**src/rtl/max_seq_ctrl.sv**
```systemverilog
// Sequential frame maximum: tracks max, first index of max and length of a streamed frame.
// Latency: result valid the cycle after the last beat is accepted; one beat per cycle otherwise.
// Backpressure: in_ready drops while a result waits; it rises again the cycle after the result is taken.
//
// Ports:
//   clk, rst            clock and synchronous active-high reset
//   in_valid/in_ready   input beat handshake; in_data is the value, in_last marks the frame end
//   out_valid/out_ready result handshake; out_max, out_idx, out_len, out_trunc are the result
module max_seq_ctrl #(
    parameter int WIDTH   = 8,
    parameter int MAX_LEN = 16,
    localparam int IW     = $clog2(MAX_LEN)
) (
    input  logic             clk,
    input  logic             rst,
    input  logic             in_valid,
    output logic             in_ready,
    input  logic [WIDTH-1:0] in_data,
    input  logic             in_last,
    output logic             out_valid,
    input  logic             out_ready,
    output logic [WIDTH-1:0] out_max,
    output logic [IW-1:0]    out_idx,
    output logic [IW:0]      out_len,
    output logic             out_trunc
);

    localparam int CW = IW + 1;
    // Count value held just before the MAX_LEN-th beat is accepted.
    localparam logic [IW:0] LAST_CNT = CW'(MAX_LEN - 1);

    typedef enum logic [1:0] {
        S_IDLE,
        S_RUN,
        S_DONE
    } state_t;

    state_t           state_q;
    logic [WIDTH-1:0] max_q;
    logic [IW-1:0]    idx_q;
    logic [IW:0]      cnt_q;
    logic             trunc_q;

    logic accept;
    logic transfer;
    logic gt;
    logic at_limit;

    // Ready is masked by rst so a beat offered during reset is never consumed.
    assign in_ready  = !rst && (state_q != S_DONE);
    assign out_valid = (state_q == S_DONE);
    assign accept    = in_valid && in_ready;
    assign transfer  = out_valid && out_ready;

    // The single shared comparator; strict so ties keep the earlier index.
    assign gt        = (in_data > max_q);
    assign at_limit  = (cnt_q == LAST_CNT);

    assign out_max   = max_q;
    assign out_idx   = idx_q;
    assign out_len   = cnt_q;
    assign out_trunc = trunc_q;

    always_ff @(posedge clk) begin
        if (rst) begin
            state_q <= S_IDLE;
            max_q   <= '0;
            idx_q   <= '0;
            cnt_q   <= '0;
            trunc_q <= 1'b0;
        end else begin
            case (state_q)
                S_IDLE: begin
                    if (accept) begin
                        max_q   <= in_data;
                        idx_q   <= '0;
                        cnt_q   <= CW'(1);
                        trunc_q <= 1'b0;
                        state_q <= in_last ? S_DONE : S_RUN;
                    end
                end
                S_RUN: begin
                    if (accept) begin
                        if (gt) begin
                            max_q <= in_data;
                            // cnt_q is the 0-based index of this beat and is below MAX_LEN here.
                            idx_q <= cnt_q[IW-1:0];
                        end
                        cnt_q <= cnt_q + CW'(1);
                        if (in_last) begin
                            state_q <= S_DONE;
                        end else if (at_limit) begin
                            // Forced end: later beats start the next frame.
                            state_q <= S_DONE;
                            trunc_q <= 1'b1;
                        end
                    end
                end
                S_DONE: begin
                    if (transfer) begin
                        state_q <= S_IDLE;
                        trunc_q <= 1'b0;
                    end
                end
                default: state_q <= S_IDLE;
            endcase
        end
    end

endmodule

```
**config.mk**
```make
export PLATFORM = sky130hd
export DESIGN_NAME = max_seq_ctrl
export DESIGN_NICKNAME = d
export VERILOG_FILES = /design/src/rtl/max_seq_ctrl.sv
export SDC_FILE = /design/constraint.sdc
export NUM_CORES = 1
export LEC_CHECK = 0
export ABC_AREA = 1
export CAP_MARGIN = 25
export CORE_ASPECT_RATIO = 1.25
export CORE_MARGIN = 5
export CORE_UTILIZATION = 42
export CTS_CLUSTER_SIZE = 24
export DETAILED_ROUTE_END_ITERATION = 7
export PLACE_DENSITY = 0.74
export SYNTH_ARGS = -nofsm -noshare
export SYNTH_HDL_FRONTEND = slang
export SYNTH_SLANG_ARGS = --single-unit
```
**constraint.sdc**
```tcl
create_clock -name clk -period 1.6 [get_ports clk]
set_input_delay 0.16 -clock clk [delete_from_list [all_inputs] [get_ports clk]]
set_output_delay 0.16 -clock clk [all_outputs]
set_load 0.005 [all_outputs]
```
==> reports/results.tsv <==
stage	metric	value	unit
run_status	run status	complete, but fails checks	
run_status	failing checks	negative setup slack	
clock_tree	CTS Buf Count	3	
critical_path	Worst EP arrival	1.86	ns
die	Cell Rows	21	
critical_path	CP Class	primary input to register	
clock_tree	CTS clk-pin slew, worst paths	0.12	ns
critical_path	crit-path max FO	5	
timing	maximum clock frequency	618	MHz
timing	final worst setup slack	-0.0181	ns
power_and_ir_drop	logic gate share of total power	40.2	%
synthesis	post-synthesis sequential area ratio	33.8	%
power_and_ir_drop	leak pwr	0.901	nW
global_route	first-pass GRT wire length	5440	um
power_and_ir_drop	Tot Pwr	1.65	mW
timing	RSZ-0062 raised after global routing	true	
die	DIE AREA	3990	sq um
synthesis	synth cell count leaders	31 x nand2_1, 24 x inv_1, 20 x dfxtp_1	
power_and_ir_drop	Int Power	1.12	mW
critical_path	Critical Path RT	1.84	ns
synthesis	post-synth top area share	33.8	%
clock_tree	CTS tree	done	
routing	WL/cell	15.3	um
die	Initial Util	43.8	%
routing	Post-route DRC	0	
routing	average via count per standard cell	5.28	
die	Placeable Area	2710	sq um
power_and_ir_drop	register share of total power	34.0	%
cells_and_area	n_diodes	0	
routing	drt total wl	3970	um
synthesis	Synth cell types	24	
timing	minimum clock period after layout	1.62	ns
cells_and_area	layout net count	250	
routing	vias	1374	
place	gpl congestion	0.830	
die	Die Ht	69.4	um
clock_tree	Hold Buf Count CTS	0	
place	dpl cell area	1640	sq um
timing	final setup vio count	3	
global_route	largest net degree at the start of global routing	22	
synthesis	Synth Register Bits	20	
cells_and_area	Layout Cell Area excl Fill	2070	sq um
global_route	GRT overflow	0	
routing	1st-iter DRT viols	40	
clock_tree	H-tree depth	1	
global_route	antenna violations before repair	0	
critical_path	Worst Setup End Kind	register	
routing	Pre-Repair DR Iteration Count	4	
synthesis	Ys Warns	0	
timing	clk_skew	0.00807	ns
synthesis	syn_nets	191	
synthesis	largest area contributor in the netlist	dfxtp_1	
clock_tree	Root Buffer	clkbuf_4	
die	Top Ports	33	
timing	final hold vios	0	
synthesis	Avg Cell Area, Syn	7.06	sq um
power_and_ir_drop	P per Cell Area	798	nW/um^2
worst_hold_path	min-delay worst type	primary input to register	
synthesis	ys flop type	dfxtp_1	
clock_tree	maximum root-to-sink buffer count	2	
routing	post-route ant nets	0	
cells_and_area	final core occ	76.4	%
clock_tree	Clock Latency Late Sink	0.31	ns
critical_path	startpoint type of the worst setup path	primary input	
timing	Slew headroom	76.2	%
run	max_cap viols	0	
cells_and_area	Area Growth Syn to Fin	74.4	%
cells_and_area	layout cell share with drive strength beyond 1	39.4	%
global_route	GRT Overall Usage	16.3	%
synthesis	mapped cell area	1190	sq um
clock_tree	Sink Count	20	
timing	Final Cycle Share	101	%
synthesis	most common cell in the netlist	nand2_1	
timing	Min Hold Slack	0.207	ns
synthesis	Synth async-reset ratio	0	%
power_and_ir_drop	switching share of power	32.3	%
synthesis	dominant cells by area after synthesis	dfxtp_1 34%, ha_1 11%, nand2_1 9.8%, a21oi_1 7.6%, inv_1 7.6%	
synthesis	post-synthesis cell count	168	
power_and_ir_drop	P_sw	0.533	mW
synthesis	EDFF count, synth	0	
power_and_ir_drop	clock share of power	25.7	%
die	Die X	57.5	um
power_and_ir_drop	Max IR drop VDD	611	uV
global_route	vias in the first global route	1270	
place	HPWL Detailed	2310	um
place	dpl ws	-0.430	ns
timing	max-slew violation count	0	
timing	Worst Max-Slew Pin Slew	0.348	ns
place	# port buffers	32	
timing repair:
item	CTS	global route
pin swaps	7	14
gates resized for setup	18	46
cloned	2	1
endpoints found under the setup margin	13	15
buffers inserted	1	8
registers in the layout, summed over array words and instances, names as in the netlist:
| name | flops |
|---|---|
| out_idx | 4 |
| out_len | 5 |
| out_max | 8 |
| out_trunc | 1 |
| state_q | 2 |
critical path, cell delays in order:
cell,delay [ns]
clkdlybuf4s50_1,0.56
ha_4,0.24
nand2_2,0.09
nor2_4,0.05
and2_4,0.13
nor2_4,0.17
buf_12,0.15
nand2_8,0.06
nand3_1,0.09
nand2_1,0.07
nor2_1,0.09
layout by cell type (no fill, tap or decap), drive strengths merged:
cell,instances
clkdlybuf4s50,28
nor2,18
a31oi,1
and2,1
nand4,5
o21ai,3
inv,27
dfxtp,20
a41oi,1
nand3,16
ha,10
a21o,1
dlygate4sd2,1
bufinv,1
a21oi,18
a2111oi,1
buf,25
dlymetal6s2s,3
nor3,7
nand2,36
clkbuf,3
power by group through the flow:
stage / clock network, mW / registers, mW / logic [mW]
3_3_place_gp: 0 / 0.561 / 0.402
4_1_cts: 0.424 / 0.554 / 0.475
3_5_place_dp: 0 / 0.562 / 0.417
6_report: 0.425 / 0.562 / 0.664
2_1_floorplan: 0 / 0.568 / 0.223
5_1_grt: 0.450 / 0.567 / 0.715
through the flow:
step | cells | setup TNS, ns
floorplan | 168 | 0
global placement | 244 | -4.16
detailed placement | 244 | -4.58
CTS | 251 | -0.00688
global route | 260 | -0.652
finish | 260 | -0.0283
cell type report:
class	count	area, sq um
clock inverter	1	30.0
fill	192	638
clock buffer	3	22.5
timing repair buffer	57	559
tap	34	42.5
multi-input combinational	118	901
inverter	27	101
sequential	20	412
layer usage:
| metal | GRT usage [%] | wire [um] | vias to the layer above |
|---|---|---|---|
| met3 | 2.98 | 201 | 9 |
| met2 | 29.4 | 2230 | 53 |
| li1 | - | - | 669 |
| met4 | 4.38 | 74 | 0 |
| met1 | 19.1 | 1460 | 643 |
| met5 | 0 | 0 | - |
logic make-up (layout without fill, tap and decap cells):
logic type	after synthesis	after routing	synth area share (%)
AO/OA/AOI/OAI	25	25	11.5
flip-flops	20	20	33.8
buffers and inverters	33	88	12.0
AND/OR/NAND/NOR	80	83	32.2
adder cells (fa/ha/maj)	10	10	10.5
final timing paths:
path / cells after the start / startpoint / slack (ns) / to
worst max-delay path: 11 / in_data[5] / -0.02 / out_max[6]$_SDFFE_PP0P_
worst min-delay path: 3 / in_data[7] / 0.21 / out_max[7]$_SDFFE_PP0P_
worst max register to register: 10 / out_max[0]$_SDFFE_PP0P_ / 0 / out_max[6]$_SDFFE_PP0P_
worst min register to register: 2 / out_len[4]$_SDFFE_PP0P_ / 0.49 / out_len[4]$_SDFFE_PP0P_
Note: power is estimated with default switching activity, not from simulation.
